File: config.mk
export PLATFORM = sky130hd
export DESIGN_NAME = mult_share_arb
export DESIGN_NICKNAME = d
export VERILOG_FILES = /design/src/rtl/sonar_pkg.sv /design/src/rtl/mul_trunc.sv /design/src/rtl/rr_arbiter.sv /design/src/rtl/mult_share_arb.sv
export SDC_FILE = /design/constraint.sdc
export NUM_CORES = 1
export LEC_CHECK = 0
export BUFFER_PORTS_ARGS = -buffer_cell sky130_fd_sc_hd__buf_2
export CORE_ASPECT_RATIO = 0.5
export CORE_MARGIN = 4
export CORE_UTILIZATION = 40
export DETAILED_ROUTE_END_ITERATION = 8
export HOLD_SLACK_MARGIN = 0.12
export SLEW_MARGIN = 20
export SYNTH_ARGS = -nofsm -noshare
export SYNTH_HDL_FRONTEND = slang
export SYNTH_SLANG_ARGS = --single-unit
File: constraint.sdc
create_clock -name clk -period 29.9 [get_ports clk]
set_clock_uncertainty 0.15 [all_clocks]
set_input_delay 1.495 -clock clk [delete_from_list [all_inputs] [get_ports clk]]
set_output_delay 1.495 -clock clk [all_outputs]
set_load 0.1 [all_outputs]
File: src/rtl/sonar_pkg.sv
// Shared sonar front-end definitions: default channel geometry and a helper
// that pulls one channel's word out of a packed multi-channel bus.
package sonar_pkg;
  localparam int DEF_CH   = 4;
  localparam int DEF_CH_W = 2;
  localparam int MAX_N    = 64;
  localparam int MAX_BUS  = MAX_N * 16;

  // Caller truncates the result to its own word width.
  function automatic logic [MAX_N-1:0] get_ch(input logic [MAX_BUS-1:0] bus,
                                              input int k, input int n);
    logic [MAX_BUS-1:0] sh;
    sh = bus >> (k * n);
    return sh[MAX_N-1:0];
  endfunction
endpackage

File: src/rtl/mul_trunc.sv
// Unsigned N x N multiplier keeping only the low N bits of the product.
module mul_trunc #(
  parameter int N = 32
) (
  input  logic [N-1:0] a,
  input  logic [N-1:0] b,
  output logic [N-1:0] p
);
  assign p = a * b;
endmodule

File: src/rtl/rr_arbiter.sv
// Combinational round-robin arbiter: first requester at or after ptr wins.
module rr_arbiter
  import sonar_pkg::*;
#(
  parameter int CH   = DEF_CH,
  parameter int CH_W = $clog2(CH)
) (
  input  logic [CH-1:0]   req,
  input  logic            en,
  input  logic [CH_W-1:0] ptr,
  output logic [CH-1:0]   grant,
  output logic [CH_W-1:0] gidx,
  output logic            any
);
  logic [CH_W-1:0] idx;

  // CH is a power of two, so the index add wraps modulo CH for free.
  always_comb begin
    grant = '0;
    gidx  = '0;
    any   = 1'b0;
    idx   = '0;
    for (int i = 0; i < CH; i++) begin
      idx = ptr + CH_W'(i);
      if (en && !any && req[idx]) begin
        grant[idx] = 1'b1;
        gidx       = idx;
        any        = 1'b1;
      end
    end
  end
endmodule

File: src/rtl/mult_share_arb.sv
// Shares one gain multiplier among CH requesters with round-robin grant and a
// single backpressured output register tagged with the channel index.
module mult_share_arb
  import sonar_pkg::*;
#(
  parameter int N    = 32,
  parameter int CH   = DEF_CH,
  parameter int CH_W = DEF_CH_W
) (
  input  logic            clk,
  input  logic            rst,
  input  logic [CH-1:0]   req_valid_i,
  input  logic [CH*N-1:0] req_data_i,
  output logic [CH-1:0]   req_ready_o,
  input  logic [CH*N-1:0] gain_i,
  output logic            out_valid_o,
  output logic [N-1:0]    out_data_o,
  output logic [CH_W-1:0] out_ch_o,
  input  logic            out_ready_i
);
  logic [CH-1:0][N-1:0] data_lane, gain_lane;
  logic [CH_W-1:0]      ptr, gidx;
  logic [CH-1:0]        grant;
  logic                 any, free, en;
  logic [N-1:0]         prod;

  for (genvar k = 0; k < CH; k++) begin : g_lane
    assign data_lane[k] = N'(get_ch(MAX_BUS'(req_data_i), k, N));
    assign gain_lane[k] = N'(get_ch(MAX_BUS'(gain_i), k, N));
  end

  assign free = !out_valid_o || out_ready_i;
  // Holding ready low during reset keeps requesters from seeing an accept.
  assign en   = free && !rst;

  rr_arbiter #(.CH(CH), .CH_W(CH_W)) u_arb (
    .req   (req_valid_i),
    .en    (en),
    .ptr   (ptr),
    .grant (grant),
    .gidx  (gidx),
    .any   (any)
  );

  assign req_ready_o = grant;

  mul_trunc #(.N(N)) u_mul (
    .a (data_lane[gidx]),
    .b (gain_lane[gidx]),
    .p (prod)
  );

  always_ff @(posedge clk or posedge rst) begin
    if (rst) begin
      out_valid_o <= 1'b0;
      out_data_o  <= '0;
      out_ch_o    <= '0;
      ptr         <= '0;
    end else if (free) begin
      out_valid_o <= any;
      if (any) begin
        out_data_o <= prod;
        out_ch_o   <= gidx;
        ptr        <= gidx + 1'b1;
      end
    end
  end
endmodule

After elaboration in Yosys (flattened, before gate mapping)
Cells that the tools add are included.
W data, S select, Z words.
{ "totals": {"ff_bits": 37, "elab_cells": 72} }
{ "op_classes": {"magnitude_cmp": 9, "multipliers": 1, "mux": 32, "n_reduce_logical": 19, "bitwise": 3, "n_addsub": 4} }
{ "ops": {"columns": ["operator", "n"], "rows": [
  ["$bmux W32 S2", 2],
  ["$mux W32", 2],
  ["$mul A32 B32 Y32", 1],
  ["$mux W4", 4],
  ["$lt A2 B3 Y1 const B", 5],
  ["$logic_and A1 B1 Y1", 12],
  ["$mux W1", 12],
  ["$or A4 B4 Y4", 3],
  ["$bmux W1 S2", 4],
  ["$demux W1 S2", 4],
  ["$ge A2 B1 Y1 const B", 4],
  ["$mux W2", 4],
  ["$logic_not A1 Y1", 5],
  ["$add A2 B1 Y2 const B", 2],
  ["$add A2 B2 Y2 const B", 2],
  ["$reduce_and A2 Y1", 1],
  ["$logic_or A1 B1 Y1", 1]
]} }

Depth between registers and ports, before layout
Gate-level depths: netlist of run 1.
{ "logic_depth": {"depth_word": 20, "mapped_depth": 44, "mapped_depth_nobuf": 39} }

Hierarchy
A second synthesis of run 1 with hierarchy kept.
{ "unflattened": {"cells_unflattened": 1934, "area_unflattened_um2": 19268.5} }
{ "by_module_without_submodules": {"columns": ["module", "cells_each", "instances", "seq_area_each_um2", "area_per_inst_um2"], "rows": [
  ["mul_trunc", 1706, 1, 0.0, 15750.1],
  ["mult_share_arb", 162, 1, 925.9, 2969.1],
  ["rr_arbiter", 66, 1, 0.0, 549.3]
]} }

Least setup slack after synthesis of run 1
No wires, ideal clock.
{ "synth_path": {"path_kind": "in2reg", "startpoint": "in rst", "endpoint": "reg out_data_o[30]", "arrival_time_ns": 10.625, "setup_ns": 0.131, "path_stages": 36, "slack_ns": 18.994, "path_cell_list": "inv_1 > nand2_1 > a2111oi_4 > a22oi_4 > buf_6 > buf_6 > buf_2 > buf_4 > buf_2 > buf_2 > mux2i_1 > nand2_1 > fa_1 > fa_1 > inv_1 > fa_1 > inv_1 > fa_1 > inv_1 > ha_1 > ha_1 > fa_1 > fa_1 > ha_1 > a211oi_1 > nand2_1 > or4_1 > nor2_1 > o31ai_1 > a211oi_1 > o21ai_1 > a21o_1 > a21oi_1 > o21ai_1 > xnor2_1 > o21ai_1"} }
{ "synth_via": {"elab_chain_len": 19, "elab_cells_between_ends": 26, "cone_classes": "mul (1); mux (12); reduce/logical (13)"} }
{ "synth_rtl": {"columns": ["item", "line", "rtl"], "rows": [
  ["start, declared", "mult_share_arb.sv:11", "input logic rst,"],
  ["$logic_not A1 Y1 (no source line) (*)", null, null],
  ["$logic_and A1 B1 Y1 (*)", "mult_share_arb.sv:34", "assign en = free && !rst;"],
  ["$logic_and A1 B1 Y1", "rr_arbiter.sv:25", "if (en && !any && req[idx]) begin"],
  ["$mux W1", "rr_arbiter.sv:25", null],
  ["$logic_not A1 Y1", "rr_arbiter.sv:25", null],
  ["$logic_and A1 B1 Y1 (2 in a row)", "rr_arbiter.sv:25", null],
  ["$mux W1", "rr_arbiter.sv:25", null],
  ["$logic_not A1 Y1", "rr_arbiter.sv:25", null],
  ["$logic_and A1 B1 Y1 (2 in a row)", "rr_arbiter.sv:25", null],
  ["$mux W1", "rr_arbiter.sv:25", null],
  ["$logic_not A1 Y1", "rr_arbiter.sv:25", null],
  ["$logic_and A1 B1 Y1 (2 in a row)", "rr_arbiter.sv:25", null],
  ["$mux W2", "rr_arbiter.sv:25", null],
  ["$bmux W32 S2, on equally long branches", "mult_share_arb.sv:48, mult_share_arb.sv:49", null],
  ["$mux W32, on equally long branches", "mult_share_arb.sv:48, mult_share_arb.sv:49", null],
  ["$mul A32 B32 Y32", "mul_trunc.sv:9", "assign p = a * b;"],
  ["end signal, assigned", "mult_share_arb.sv:62", "out_data_o <= prod;"],
  ["end, declared", "mult_share_arb.sv:17", "output logic [N-1:0] out_data_o,"]
]} }
Mark *: on every way between the ends. The rest lies on a longest branch, timed or not. The select of a mux whose other input is x is not followed.
A chain may end at the register's enable or synchronous reset.

Worst setup path in the final report of run 1
{ "layout_path": {"startpoint": "in rst", "endpoint": "reg out_data_o[31]"} }
The elaborated chain is that of the path after synthesis.

==> flow_summary.toml, run 1 <==
[setup_path]
cpLargestDelayFamily = "adder cells"
cp-start-kind = "input pin"
timing.critical_path.required_ns = 29.90
timing.setup.critical_path_class = "input pin to flip-flop"
crit_end = "out_data_o[31]"
cp_data_arrival_time_ns = 12.44
r2r_cells = 32
cp_common_cell = "sky130_fd_sc_hd__xnor2_1"
worst_path_max_delay_cell = "sky130_fd_sc_hd__mux2i_2"
end_kind = "flip-flop"
critical_path.reg2reg.startpoint = "ptr[0]"
reg2reg_slack_ns = 17.83
startpoint = "rst"
worstReg2RegEnd = "out_data_o[31]"
path_buf_inv = 9
critical_path_cell_count = 33
timing.critical_path.fanout_max = 57
critPathMaxStageDelay_ns = 0.90

[synthesis]
unique_masters_post_synth = 62
synthTopCellsByArea = "sky130_fd_sc_hd__fa_1 42%, sky130_fd_sc_hd__ha_1 8.2%, sky130_fd_sc_hd__inv_1 8.0%"
synthXorXnorAreaFrac = 0.0402
yosys_warn_count = 0
synth_largest_type_area_fraction = 0.423
synth_seq_area_share = 0.0479
synth_compound_area_frac = 0.0425
synth_edf_count = 0
synth-simple-area-share = 0.131
syn_area_per_cell_um2 = 9.06
synth_async_sr_flop_share = 1.00
yosysTopAreaCell = "sky130_fd_sc_hd__fa_1"
synthesis.nets = 2930
dominant_combinational_cell_family_by_area_after_synthesis = "adder cells"
synthMuxAreaShare = 0.128
synthesis.area_mm2 = 0.0193
post_synth_inst_count = 2132
synth-adder-area-share = 0.505
yosys_register_bits = 37
synth_top_flop_cell = "sky130_fd_sc_hd__dfrtp_1"

[grt]
antenna_found_initial = 3
grt_max_degree = 136
grt.total_usage = 0.249
first_pass_grt_wire_length_um = 98400
grt_remaining_overflow = 0
vias_in_the_first_global_route = 16100

[clock_tree]
cts_inserted_buffers = 5
cts.hold.buffers_added = 0
clkLatencyLatePin_ns = 0.29
htreeDepth = 2
clk_root_buffer_cell = "sky130_fd_sc_hd__clkbuf_16"
clk_path_buf_depth = 2
worst_setup_hold_path_clk_slew_ns = 0.06
post_cts_resized = 0
cts.sink_count = 37
post_cts_setup_repair_buffer_count = 0
tritoncts = "done"

[outcome]
status = "complete, no violations"

[routing]
remaining_drc_errors = 0
drt-total-wl_um = 64800
ant_nets = 0
first_pass_iters = 5
via_count = 15700
post_drt_via_cell_ratio = 5.18
initialDrtViolationCount = 1407
route.detailed.wl_per_inst_um = 21.4

[timing]
rsz0062_at_grt = "no"
max_slew_margin = 0.262
min_period_ns = 12.43
slew_viol_final = 0
hold_viol_final = 0
timing_worst_slew_pin_value_ns = 1.09
whs_ns = 0.321
post-route-period-util = 0.416
final_setup_vio_count = 0
tns_ns = 0
fmax_mhz = 80.4

[die]
core_area_mm2 = 0.0473
design.portCount = 302
starting_density_of_the_core = 0.408
chipWidth_um = 319
count_of_standard_cell_rows = 56
design.die.area_mm2 = 0.0521
chipHeight_um = 163

[cells_and_area]
final_layout_size_suffix_gt1_frac = 0.189
area_delta_synth_final_pct = 11.9
num_antenna_cells = 0
most_common_library_cell_in_the_layout_ignoring_fill_and_taps = "sky130_fd_sc_hd__inv_1"
design_area_mm2 = 0.0216
mostFrequentLayoutCells = "410 x sky130_fd_sc_hd__inv_1, 408 x sky130_fd_sc_hd__fa_1, 301 x sky130_fd_sc_hd__buf_2"
nNetsFinal = 3191

[placed_design]
placer_s_final_routability_congestion_estimate = 0.994
dpl_cell_area_mm2 = 0.0215
numPortBuffers = 301
detailed_place_hpwl_um = 54100

[min_path]
hold_path.class = "flip-flop to flip-flop"
whs_path_depth = 2

[job]
maxCapViolations = 0
## worst reg2reg max path: cells and delay by family (launching register included)
family | cells | cell delay [ns]
adder cells (fa/ha/maj) | 9 | 4.46
AO/OA/AOI/OAI | 3 | 0.73
buffers and inverters | 6 | 1.90
flip-flops | 1 | 0.66
XOR/XNOR | 11 | 2.61
multiplexers | 2 | 1.24
AND/OR/NAND/NOR | 1 | 0.20
## metal layers
metal	global-route usage	up-vias	share of wire
li1	-	6998	-
met1	0.363	7930	0.43
met2	0.380	633	0.44
met3	0.0374	134	0.088
met4	0.0826	2	0.039
met5	0	-	0.00020
## worst min-delay path by stage
stage | start | endpoint | slack [ns]
2_1_floorplan | ptr[1] | ptr[1] | 0.48
3_3_place_gp | out_ch_o[0] | out_ch_o[0] | 0.31
3_5_place_dp | out_ch_o[0] | out_ch_o[0] | 0.31
4_1_cts | out_ch_o[0] | out_ch_o[0] | 0.32
5_1_grt | out_data_o[11] | out_data_o[11] | 0.35
6_report | out_data_o[11] | out_data_o[11] | 0.32
## final cells by class
type	count	area [µm²]
fill	4684	25700
clock buffer	5	125
sequential	37	926
tap	638	798
clock inverter	3	17.5
timing repair buffer	336	1780
multi-input combinational	1600	16400
inverter	413	1550
## per-stage QoR
| stage | util | setup slack [ns] | instances |
|---|---|---|---|
| floorplan | - | 18.99 | 2132 |
| global placement | 0.454 | 17.37 | 3024 |
| detailed placement | 0.454 | 17.31 | 3024 |
| CTS | 0.457 | 17.57 | 3032 |
| global route | 0.457 | 17.05 | 3032 |
| finish | 0.457 | 17.47 | 3032 |
## flip-flops by register name (all words and copies together), names as in the netlist
signal / cells
out_ch_o: 2
ptr: 2
out_valid_o: 1
out_data_o: 32
## cells in the mapped netlist, types with 4 or more instances
master and count:
sky130_fd_sc_hd__or2_1 6, sky130_fd_sc_hd__a22o_1 4, sky130_fd_sc_hd__mux2i_1 154, sky130_fd_sc_hd__buf_6 11, sky130_fd_sc_hd__xor2_1 19, sky130_fd_sc_hd__o21ai_0 27
sky130_fd_sc_hd__and3_1 4, sky130_fd_sc_hd__fa_1 408, sky130_fd_sc_hd__a211oi_1 8, sky130_fd_sc_hd__nor2b_1 12, sky130_fd_sc_hd__clkbuf_1 50, sky130_fd_sc_hd__nor2_1 267
sky130_fd_sc_hd__or2_2 16, sky130_fd_sc_hd__mux2i_4 4, sky130_fd_sc_hd__a21oi_1 30, sky130_fd_sc_hd__buf_1 4, sky130_fd_sc_hd__nand3_1 4, sky130_fd_sc_hd__xnor2_1 67
sky130_fd_sc_hd__buf_4 7, sky130_fd_sc_hd__nand2b_1 7, sky130_fd_sc_hd__and2_1 14, sky130_fd_sc_hd__a221o_1 5, sky130_fd_sc_hd__inv_1 411, sky130_fd_sc_hd__nor3_1 4
sky130_fd_sc_hd__a21o_1 14, sky130_fd_sc_hd__dfrtp_1 37, sky130_fd_sc_hd__nand2_1 283, sky130_fd_sc_hd__mux2i_2 12, sky130_fd_sc_hd__mux2_2 55, sky130_fd_sc_hd__o21ai_1 11
sky130_fd_sc_hd__ha_1 127, sky130_fd_sc_hd__o31ai_1 4, sky130_fd_sc_hd__buf_2 5
## cell families after synthesis
kind of cell,count (synthesis)
and+or+nand+nor,626
AOI/OAI and AO/OA,124
adders and majority gates,535
muxes,228
DFF,37
xor gates and xnor gates,87
buffers and inverters,495
Power of run 1 is not shown: default switching activity piles up to over one toggle a cycle in this logic, so the estimate is an artifact.
==> run 2, diff against run 1 <==
==> constraint.sdc (replaced) <==
create_clock -name clk -period 10.7 [get_ports clk]
set_clock_uncertainty 0.15 [all_clocks]
set_input_delay 0.535 -clock clk [delete_from_list [all_inputs] [get_ports clk]]
set_output_delay 0.535 -clock clk [all_outputs]
set_load 0.1 [all_outputs]
==> flow_summary.toml, run 2 (synthesis results as in run 1) <==
[clock_tree]
cts.sink_count = 37
clkLatencyLatePin_ns = 0.30
htreeDepth = 2
clk_path_buf_depth = 2
clk_root_buffer_cell = "sky130_fd_sc_hd__clkbuf_16"
post_cts_setup_repair_buffer_count = 0
tritoncts = "done"
cts_inserted_buffers = 5
worst_setup_hold_path_clk_slew_ns = 0.07
cts.hold.buffers_added = 0

[timing]
slew_viol_final = 0
fmax_mhz = 97.4
post-route-period-util = 0.960
max_slew_margin = 0.415
whs_ns = 0.305
timing_worst_slew_pin_value_ns = 0.860
min_period_ns = 10.27
tns_ns = 0
rsz0062_at_grt = "no"
hold_viol_final = 0
final_setup_vio_count = 0

[cells_and_area]
num_antenna_cells = 0
design_area_mm2 = 0.0223
layout.filler_cells = 4584
final_layout_size_suffix_gt1_frac = 0.215
max_flop_register = "out_data_o"
layout.area.seq_um2 = 927
final_util = 0.472
nNetsFinal = 3274
most_common_library_cell_in_the_layout_ignoring_fill_and_taps = "sky130_fd_sc_hd__inv_1"
multiInputGateArea_mm2 = 0.0164
largest_registers = "out_data_o x32, out_ch_o x2, ptr x2"
largest_reg_flops = 32
mostFrequentLayoutCells = "410 x sky130_fd_sc_hd__inv_1, 408 x sky130_fd_sc_hd__fa_1, 301 x sky130_fd_sc_hd__buf_2"
area_delta_synth_final_pct = 15.6

[setup_path]
cp_common_cell = "sky130_fd_sc_hd__fa_1"
reg2reg_slack_ns = 0.43
cpLargestDelayFamily = "adder cells"
timing.critical_path.fanout_max = 25
end_kind = "flip-flop"
path_buf_inv = 7
worst_path_max_delay_cell = "sky130_fd_sc_hd__fa_1"
cp-start-kind = "flip-flop"
cp_data_arrival_time_ns = 10.28
critPathMaxStageDelay_ns = 0.56
timing.critical_path.required_ns = 10.72
timing.setup.critical_path_class = "flip-flop to flip-flop"

[die]
design.die.area_mm2 = 0.0521
core_area_mm2 = 0.0473
design.portCount = 302
chipWidth_um = 319
starting_density_of_the_core = 0.408
chipHeight_um = 163
count_of_standard_cell_rows = 56

[placed_design]
detailed_place_hpwl_um = 59700
numPortBuffers = 301
placer_s_final_routability_congestion_estimate = 1.01
dpl_cell_area_mm2 = 0.0221

[grt]
vias_in_the_first_global_route = 16600
first_pass_grt_wire_length_um = 103000
grt_max_degree = 65
grt.total_usage = 0.262
grt_remaining_overflow = 0
antenna_found_initial = 1

[routing]
via_count = 16200
post_drt_via_cell_ratio = 5.21
route.detailed.wl_per_inst_um = 22.1
drt-total-wl_um = 68800
remaining_drc_errors = 0
ant_nets = 0
initialDrtViolationCount = 1381
first_pass_iters = 5

[outcome]
status = "complete, no violations"

[job]
maxCapViolations = 0

[min_path]
hold_path.class = "input pin to async pin"
==> run 2: changes by cell type in the layout (fill, tap and decap cells not counted), sizes merged <==
cell / previous run / this run
bufinv: 0 / 1
buf: 336 / 419
clkbuf: 5 / 6
clkinv: 3 / 1
==> run 2: cell type report <==
class,count,area share
tap,638,0.0358
inverter,413,0.0694
sequential,37,0.0415
clock buffer,6,0.00622
multi-input combinational,1600,0.736
clock inverter,2,0.00168
timing repair buffer,419,0.109
==> run 2: worst paths after layout <==
kind,to,start,cells after the start
max,out_data_o[31],ptr[1],35
min,out_data_o[25],rst,3
max reg2reg,out_data_o[31],ptr[1],35
min reg2reg,out_ch_o[0],out_ch_o[0],1
max in group asynchronous,ptr[1],rst,3
min in group clk,out_ch_o[0],out_ch_o[0],1
==> run 2: stage by stage <==
step,cells,worst slack (ns)
CTS,3115,0.117
global placement,3107,0.160
floorplan,2132,0.754
global route,3115,0.0381
detailed placement,3107,0.157
finish,3115,0.433
==> run 2: repair_timing <==
action / CTS / global route
endpoints found under the hold margin: 0 / 0
setup endpoints to repair: 0 / 4
resized for setup: 0 / 12
==> run 2: worst min-delay path: cells and delay by family <==
| kind | cells | cell delay [ns] |
|---|---|---|
| buf+inv | 3 | 0.67 |
==> run 2: layer usage <==
layer  GRT usage  vias up  routed length [µm]
met5           0        -                  13
li1            -     7168                   -
met4      0.0695        2                2150
met3      0.0545      126                6890
met1       0.383     8148               29400
met2       0.398      776               30300
Power of run 2 is left out for the same reason.
==> run 3, diff against run 2 <==
--- a/config.mk
+++ b/config.mk
@@ -14,4 +14,5 @@
 export SLEW_MARGIN = 20
 export SYNTH_ARGS = -nofsm -noshare
 export SYNTH_HDL_FRONTEND = slang
+export SYNTH_HIERARCHICAL = 1
 export SYNTH_SLANG_ARGS = --single-unit
==> flow_summary.toml, run 3 <==
[cells_and_area]
mostFrequentLayoutCells = "408 x sky130_fd_sc_hd__fa_1, 368 x sky130_fd_sc_hd__inv_1, 368 x sky130_fd_sc_hd__and2_1"
multiInputGateArea_mm2 = 0.0166
max_flop_register = "out_data_o"
instances_no_fill = 2832
largest_registers = "out_data_o x32, out_ch_o x2, ptr x2"
largest_reg_flops = 32
nNetsFinal = 2989
most_common_library_cell_in_the_layout_ignoring_fill_and_taps = "sky130_fd_sc_hd__fa_1"
final_layout_size_suffix_gt1_frac = 0.214
area_delta_synth_final_pct = 12.7
layout.filler_cells = 4553
layout.area.seq_um2 = 927

[setup_path]
r2r_cells = 30
timing.critical_path.required_ns = 10.74
cp_data_arrival_time_ns = 10.25
reg2reg_slack_ns = 0.49
critPathMaxStageDelay_ns = 0.57
cp-start-kind = "flip-flop"
startpoint = "ptr[1]"
cpLargestDelayFamily = "adder cells"
critical_path_cell_count = 30
timing.setup.critical_path_class = "flip-flop to flip-flop"
cp_common_cell = "sky130_fd_sc_hd__fa_1"
timing.critical_path.fanout_max = 44
crit_end = "out_data_o[29]"
worst_path_max_delay_cell = "sky130_fd_sc_hd__mux4_2"
path_buf_inv = 5
end_kind = "flip-flop"
critical_path.reg2reg.startpoint = "ptr[1]"
worstReg2RegEnd = "out_data_o[29]"

[synthesis]
synth_largest_type_area_fraction = 0.424
synth_seq_area_share = 0.0481
synth_compound_area_frac = 0.0311
synth_async_sr_flop_share = 1.00
synthTopCellsByArea = "sky130_fd_sc_hd__fa_1 42%, sky130_fd_sc_hd__and2_1 12%, sky130_fd_sc_hd__ha_1 8.5%"
yosys_warn_count = 6
synthXorXnorAreaFrac = 0.0386
unique_masters_post_synth = 60
dominant_combinational_cell_family_by_area_after_synthesis = "adder cells"
synthesis.nets = 2736
yosys_register_bits = 37
synthesis.area_mm2 = 0.0193
synthMuxAreaShare = 0.105
syn_area_per_cell_um2 = 9.96
yosysTopAreaCell = "sky130_fd_sc_hd__fa_1"
synth-simple-area-share = 0.171
synthMostInstantiatedCell = "sky130_fd_sc_hd__fa_1"
synth_edf_count = 0
synth-adder-area-share = 0.509
synth_common_cells = "408 x sky130_fd_sc_hd__fa_1, 368 x sky130_fd_sc_hd__and2_1, 368 x sky130_fd_sc_hd__inv_1"
synth_top_flop_cell = "sky130_fd_sc_hd__dfrtp_1"
post_synth_inst_count = 1934

[grt]
antenna_found_initial = 12
grt_remaining_overflow = 0
vias_in_the_first_global_route = 15700
first_pass_grt_wire_length_um = 99200
grt_max_degree = 43
grt.total_usage = 0.254

[timing]
fmax_mhz = 98.0
final_setup_vio_count = 0
min_period_ns = 10.21
whs_ns = 0.337
timing_worst_slew_pin_value_ns = 0.918
max_slew_margin = 0.386
tns_ns = 0
rsz0062_at_grt = "no"
post-route-period-util = 0.954
timing.final.ws_setup_ns = 0.492
hold_viol_final = 0
slew_viol_final = 0

[routing]
drt-total-wl_um = 67200
remaining_drc_errors = 0
ant_nets = 0
initialDrtViolationCount = 1231
via_count = 14800
post_drt_via_cell_ratio = 5.24
route.detailed.wl_per_inst_um = 23.7
first_pass_iters = 5

[placed_design]
post-place-ws_ns = 0.412
placer_s_final_routability_congestion_estimate = 0.924
numPortBuffers = 301
detailed_place_hpwl_um = 55400
dpl.cell_count = 2812

[clock_tree]
clk_root_buffer_cell = "sky130_fd_sc_hd__clkbuf_16"
cts_inserted_buffers = 5
cts.hold.buffers_added = 0
worst_setup_hold_path_clk_slew_ns = 0.07
clk_path_buf_depth = 2
cts.sink_count = 37
clkLatencyLatePin_ns = 0.30
htreeDepth = 2
tritoncts = "done"

[die]
design.portCount = 302
chipHeight_um = 163
count_of_standard_cell_rows = 56
starting_density_of_the_core = 0.408
chipWidth_um = 318
design.die.area_mm2 = 0.0520
core_area_mm2 = 0.0472

[outcome]
status = "complete, no violations"

[min_path]
hold_path.class = "input pin to async pin"

[job]
maxCapViolations = 0
run 3: cell families after synthesis:
| logic type | Yosys count |
|---|---|
| buffers and inverters | 471 |
| xor gates and xnor gates | 85 |
| and+or+nand+nor | 604 |
| muxes | 111 |
| DFF | 37 |
| adders and majority gates | 539 |
| AOI/OAI and AO/OA | 87 |
run 3: what timing repair did:
action	CTS	global route
resized for setup	0	1
buffers inserted	0	4
endpoints found under the setup margin	0	5
run 3: final cells by class:
type                    count  area share
clock buffers               6     0.00593
multi-input cells        1428       0.762
diodes                      6    0.000691
well taps                 638      0.0368
flip-flops and latches     37      0.0427
inverters                 368      0.0636
clock inverters             2     0.00179
repair buffers            347      0.0864
run 3: how the worst min path moves through the flow:
stage,start,endpoint,slack [ns]
floorplan,ptr[0],ptr[0],0.44
global placement,out_data_o[24],out_data_o[24],0.33
detailed placement,out_data_o[19],out_data_o[19],0.34
CTS,out_data_o[20],out_data_o[20],0.35
global route,out_data_o[28],out_data_o[28],0.37
finish,rst,out_data_o[14],0.34
run 3: per-stage QoR:
stage                     instance area, µm²   util
after global placement                 21500  0.454
final                                  21700  0.460
after CTS                              21600  0.458
after floorplan                        19300      -
after detailed placement               21500  0.454
after global routing                   21700  0.460
run 3: worst reg2reg max path, delay by kind of cell (launching register included):
kind / cells / cell delay [ns]
adders and majority gates: 10 / 4.48
AOI/OAI and AO/OA: 6 / 1.53
and+or+nand+nor: 6 / 1.42
muxes: 3 / 1.24
buffers and inverters: 5 / 0.79
DFF: 1 / 0.48
run 3: per-layer routing:
metal	global-route usage	up-vias	share of wire
met2	0.393	652	0.45
met5	0.0102	-	0.0013
met4	0.0711	4	0.031
met1	0.361	7689	0.42
met3	0.0584	106	0.091
li1	-	6398	-
Power of run 3 is left out for the same reason.
